==> src/rtl/regfile_sb.sv <==
// regfile_sb: register file with a per-register scoreboard.
//
// Holds NREG x XLEN storage and NREG pending bits. Index 0 always reads as
// zero and is never pending. An accepted issue marks its destination
// pending. A writeback stores the data and clears the pending bit. Reads are
// combinational. When BYPASS=1, a writeback in the same cycle is forwarded
// to a matching read port.
//
// Ports:
//   clk      in   sole clock, rising edge
//   rst_n    in   asynchronous active-low reset
//   W_en     in   writeback enable
//   Rd       in   writeback register index      [AW]
//   Wr_data  in   writeback data                [XLEN]
//   Rs1/Rs2  in   read port indices             [AW]
//   Iss_en   in   issue request
//   Iss_rd   in   destination of issuing instr  [AW]
//   Rd_data1/Rd_data2 out  read data            [XLEN]
//   Busy1/Busy2       out  read index has an outstanding write
//   Stall             out  issue blocked this cycle
module regfile_sb #(
    parameter int XLEN   = 32,
    parameter int NREG   = 32,
    parameter int AW     = $clog2(NREG),
    parameter int BYPASS = 1
) (
    input  logic            clk,
    input  logic            rst_n,
    input  logic            W_en,
    input  logic [AW-1:0]   Rd,
    input  logic [XLEN-1:0] Wr_data,
    input  logic [AW-1:0]   Rs1,
    input  logic [AW-1:0]   Rs2,
    input  logic            Iss_en,
    input  logic [AW-1:0]   Iss_rd,
    output logic [XLEN-1:0] Rd_data1,
    output logic [XLEN-1:0] Rd_data2,
    output logic            Busy1,
    output logic            Busy2,
    output logic            Stall
);

    logic [XLEN-1:0] r_regs [NREG];
    logic [NREG-1:0] r_pend;

    // Forwarding and issue are qualified with rst_n. This keeps every output
    // at zero while reset is held, even if W_en or Iss_en is asserted then.
    logic w_wen;
    logic w_iss;
    logic w_byp1;
    logic w_byp2;
    logic w_busy1;
    logic w_busy2;
    logic w_waw;
    logic w_stall;
    logic w_iss_set;
    logic [XLEN-1:0] w_rd1;
    logic [XLEN-1:0] w_rd2;

    assign w_wen  = W_en & rst_n;
    assign w_iss  = Iss_en & rst_n;
    assign w_byp1 = (BYPASS != 0) && w_wen && (Rd == Rs1) && (Rs1 != {AW{1'b0}});
    assign w_byp2 = (BYPASS != 0) && w_wen && (Rd == Rs2) && (Rs2 != {AW{1'b0}});

    // r_pend[0] is held at zero, so index 0 is never busy.
    assign w_busy1 = r_pend[Rs1] & ~w_byp1;
    assign w_busy2 = r_pend[Rs2] & ~w_byp2;

    // A pending destination blocks issue, unless that same register is being
    // written back in this cycle. This applies even without bypass.
    assign w_waw     = r_pend[Iss_rd] & ~(w_wen && (Rd == Iss_rd));
    assign w_stall   = w_iss & (w_busy1 | w_busy2 | w_waw);
    assign w_iss_set = w_iss & ~w_stall & (Iss_rd != {AW{1'b0}});

    // Read port 1 mux: zero register, forwarded writeback, or stored value.
    always_comb begin
        w_rd1 = {XLEN{1'b0}};
        if (Rs1 == {AW{1'b0}}) begin
            w_rd1 = {XLEN{1'b0}};
        end else if (w_byp1) begin
            w_rd1 = Wr_data;
        end else begin
            w_rd1 = r_regs[Rs1];
        end
    end

    // Read port 2 mux: zero register, forwarded writeback, or stored value.
    always_comb begin
        w_rd2 = {XLEN{1'b0}};
        if (Rs2 == {AW{1'b0}}) begin
            w_rd2 = {XLEN{1'b0}};
        end else if (w_byp2) begin
            w_rd2 = Wr_data;
        end else begin
            w_rd2 = r_regs[Rs2];
        end
    end

    // Register storage. Writes to index 0 are dropped.
    always_ff @(posedge clk or negedge rst_n) begin
        if (!rst_n) begin
            for (int i = 0; i < NREG; i++) begin
                r_regs[i] <= {XLEN{1'b0}};
            end
        end else if (W_en && (Rd != {AW{1'b0}})) begin
            r_regs[Rd] <= Wr_data;
        end else begin
            r_regs[Rd] <= r_regs[Rd];
        end
    end

    // Pending bits. An accepted issue takes priority over a clearing
    // writeback to the same index.
    always_ff @(posedge clk or negedge rst_n) begin
        if (!rst_n) begin
            r_pend <= {NREG{1'b0}};
        end else begin
            r_pend[0] <= 1'b0;
            for (int i = 1; i < NREG; i++) begin
                if (w_iss_set && (Iss_rd == AW'(i))) begin
                    r_pend[i] <= 1'b1;
                end else if (W_en && (Rd == AW'(i))) begin
                    r_pend[i] <= 1'b0;
                end else begin
                    r_pend[i] <= r_pend[i];
                end
            end
        end
    end

    assign Rd_data1 = w_rd1;
    assign Rd_data2 = w_rd2;
    assign Busy1    = w_busy1;
    assign Busy2    = w_busy2;
    assign Stall    = w_stall;

endmodule

==> config.mk <==
export PLATFORM = sky130hd
export DESIGN_NAME = regfile_sb
export DESIGN_NICKNAME = d
export VERILOG_FILES = /design/src/rtl/regfile_sb.sv
export SDC_FILE = /design/constraint.sdc
export NUM_CORES = 2
export LEC_CHECK = 0
export CAP_MARGIN = 20
export CELL_PAD_IN_SITES_DETAIL_PLACEMENT = 1
export CELL_PAD_IN_SITES_GLOBAL_PLACEMENT = 2
export CORE_ASPECT_RATIO = 0.7
export CORE_MARGIN = 4
export CORE_UTILIZATION = 40
export DETAILED_ROUTE_END_ITERATION = 16
export PLACE_DENSITY = 0.79
export SLEW_MARGIN = 20
export SYNTH_ARGS = -nofsm -noshare
export SYNTH_HDL_FRONTEND = slang
export SYNTH_SLANG_ARGS = --single-unit
==> constraint.sdc <==
create_clock -name clk -period 3.18 [get_ports clk]
set_input_delay 0.477 -clock clk [delete_from_list [all_inputs] [get_ports clk]]
set_output_delay 0.477 -clock clk [all_outputs]
set_load 0.05 [all_outputs]
==> run metrics <==
Setup Crit Path Kind flip-flop to output pin; fin area 0.0786 mm2; Max Root-Sink Buffers 3; DR pass1 iterations 5; # placed instances 7,598; first-pass GRT wire length 393 mm; DRC violations left 0; worst-path fanout max 4; dominant synthesized flop cell dfrtp_1; CTS root buffer clkbuf_16; grt total ovfl 0; initial antenna violation count 5; GRT Util Overall 31.9%; Top cell by count, worst path mux4_2; number of CTS-inserted buffers 109; Comb pwr share 33.6%; Finished Layout Cells 7,877; Required @ worst endpoint 2700 ps; slowest cell delay on critical path 540 ps; pin count of the biggest net entering global routing 189; Chip Width 488 um; Clock Latency Late Sink 780 ps; detailed placement HPWL 176 mm; worst r2r src r_regs[156]; PortBufs 122; ranking of synthesized cells by area dfrtp_1, mux4_2, nand2_1; number of I/O pins 123; maximum vdd drop 0.000440 V; gpl congestion 0.911; ANT nets after route 0; Setup crit end kind output pin; final setup fails 64; Max Slew Vio Count 0; Placed Area 0.0728 mm2; final hold vios 0; most frequent cell after synthesis dfrtp_1; DR iter-0 viols 6,799; clock transition at the registers of the reported paths 70 ps; final WL 267 mm; Filler cells 16.1k; CP arrival 3040 ps; worst-margin pin slew 1130 ps; Seq pwr share 38.5%; area leader, netlist dfrtp_1; synth warn 0; async set-reset flop share out of synthesis 100%; CTS tree done; die area 0.168 mm2; f_max 0.284 GHz; FF-to-FF End r_regs[284]; post-synthesis sequential area ratio 41.0%; Synth Cell Area 0.0645 mm2; crit-path cells mux4_2 > mux4_2 > mux2i_4 > nand2_1 > buf_6 > o21ai_4 > nor2_4 > buf_12; Num Clock Sinks 1,055; Min-Delay Path Class input port to asynchronous set/reset pin; clock power share 27.9%; Initial Utilization 40.5%; leakage power 31.7 nW; syn nets 5,487; sw frac 34.4%; Int Power 0.0335 W; row cnt 122; Post-synth EDFFs 0; failing checks negative setup slack; Max transition margin 24.4%; clk_skew 32.6 ps; vias in the first global route 54.8k; top cell type's share of synthesized area 41.0%; Yosys reg bits 1,055; slack of the critical path -336 ps; via count 53.3k; fin crit share 111%; Gate Count Post-Synth 5,431; post-synth cell types 56; Critical-path top delay cell mux4_2; layout cell share with drive strength beyond 1 36.6%; Worst Reg-to-Reg Cells 6; htree depth 3; Die H 344 um; final worst path period need 3520 ps; commonest cells in the netlist dfrtp_1, mux4_2, nand2_1; Final Total Pwr 0.0510 W; Core Area 0.159 mm2; area delta synth->final 21.8%; CP startpoint kind flip-flop; Layout Nets 5,734; flop2flop setup slack 590 ps; vias per cell 6.77; DR WL/cell 33.9 um; Psw 0.0175 W; unrepaired setup endpoints after global routing true; Max Cap Viol 0; syn avg cell area 11.9 um2; status finished, violations left; pwr dens 649 mW/mm2
logic make-up after synthesis:
| logic type | share of synthesized area [%] |
|---|---|
| AOI/OAI and AO/OA | 10.6 |
| DFF | 41.0 |
| and+or+nand+nor | 8.95 |
| muxes | 35.1 |
| xor gates and xnor gates | 0.177 |
| buffers and inverters | 4.22 |
power groups by stage:
stage	sequential (W)	combinational [W]	clock (W)
2_1_floorplan	0.0184	0.0107	0
3_3_place_gp	0.0194	0.0153	0
3_5_place_dp	0.0197	0.0158	0
4_1_cts	0.0195	0.0167	0.0144
5_1_grt	0.0200	0.0182	0.0150
6_report	0.0197	0.0171	0.0142
placed cells by master, fill, tap and decap left out, drive strengths merged, types with 6 or more instances in the layout:
master         Yosys  routed
dfrtp           1055    1055
mux4             929     929
nand2            856     856
buf              216     703
o21ai            585     585
nor2             552     552
a31oi            425     425
mux2i            148     148
clkbuf           392     144
a32oi             49      49
clkdlybuf4s50      0      39
nand3             35      35
o31ai             31      31
a22oi             30      30
clkinv             1      27
a21oi             24      24
mux2              20      20
bufinv             0      16
inv                7      12
xnor2             10      10
nand2b             9       9
clkinvlp           0       8
nand4              6       6
o22ai              6       6
stage by stage:
stage / worst slack (ps) / util (%) / hold slack (ps) / setup TNS [ps]
2_1_floorplan: 6.42 / - / 181 / 0
3_3_place_gp: -624 / 45.8 / 390 / -23040
3_5_place_dp: -576 / 45.8 / 402 / -27680
4_1_cts: -385 / 49.0 / 250 / -16350
5_1_grt: -401 / 49.4 / 294 / -19080
6_report: -336 / 49.4 / 282 / -13970
worst max-delay path: cells and delay by family, from the launching register on:
family / cells / cell delay [ps]
compound gates: 1 / 70
buf+inv: 2 / 300
flops: 1 / 410
mux: 3 / 1300
simple gates: 2 / 160
metal layers:
layer | part of all wire (%) | up-vias | track usage, % | routed length (um)
li1 | - | 21300 | - | -
met1 | 41 | 28500 | 45.4 | 110000
met2 | 45 | 2945 | 48.1 | 119000
met3 | 10 | 569 | 7.53 | 26700
met4 | 4.2 | 2 | 11.2 | 11200
met5 | 0.0049 | - | 0 | 13
final cells by class:
| cell class | instances | area [um2] | area share, % |
|---|---|---|---|
| multi-input cells | 3760 | 37100 | 47.2 |
| diodes | 3 | 7.51 | 0.00956 |
| repair buffers | 744 | 8510 | 10.8 |
| well taps | 2108 | 2640 | 3.36 |
| clock inverters | 55 | 792 | 1.01 |
| clock buffers | 144 | 3080 | 3.92 |
| inverters | 8 | 37.5 | 0.0478 |
| flip-flops and latches | 1055 | 26400 | 33.6 |
registers in the layout, indices dropped and copies added, names as in the netlist:
signal  cells
r_pend     31
r_regs   1024
how the worst max path moves through the flow:
stage | startpoint | to | slack (ps) | cells after the start
finish | r_regs[276] | Rd_data2[20] | -340 | 8
global route | r_regs[179] | Rd_data1[19] | -400 | 9
CTS | r_regs[276] | Rd_data1[20] | -380 | 8
detailed placement | Rs1[0] | Rd_data1[19] | -580 | 11
global placement | Rs1[0] | Rd_data1[19] | -620 | 11
floorplan | Rd[0] | Rd_data1[10] | 6 | 12
timing repair:
action / in CTS / in global routing
hold buffers: 1 / 0
gates resized for setup: 265 / 75
pin swaps: 53 / 21
hold endpoints to repair: 16 / 0
setup endpoints to repair: 66 / 66
buffers inserted: 49 / 33
(Power assumes the default switching activity.)
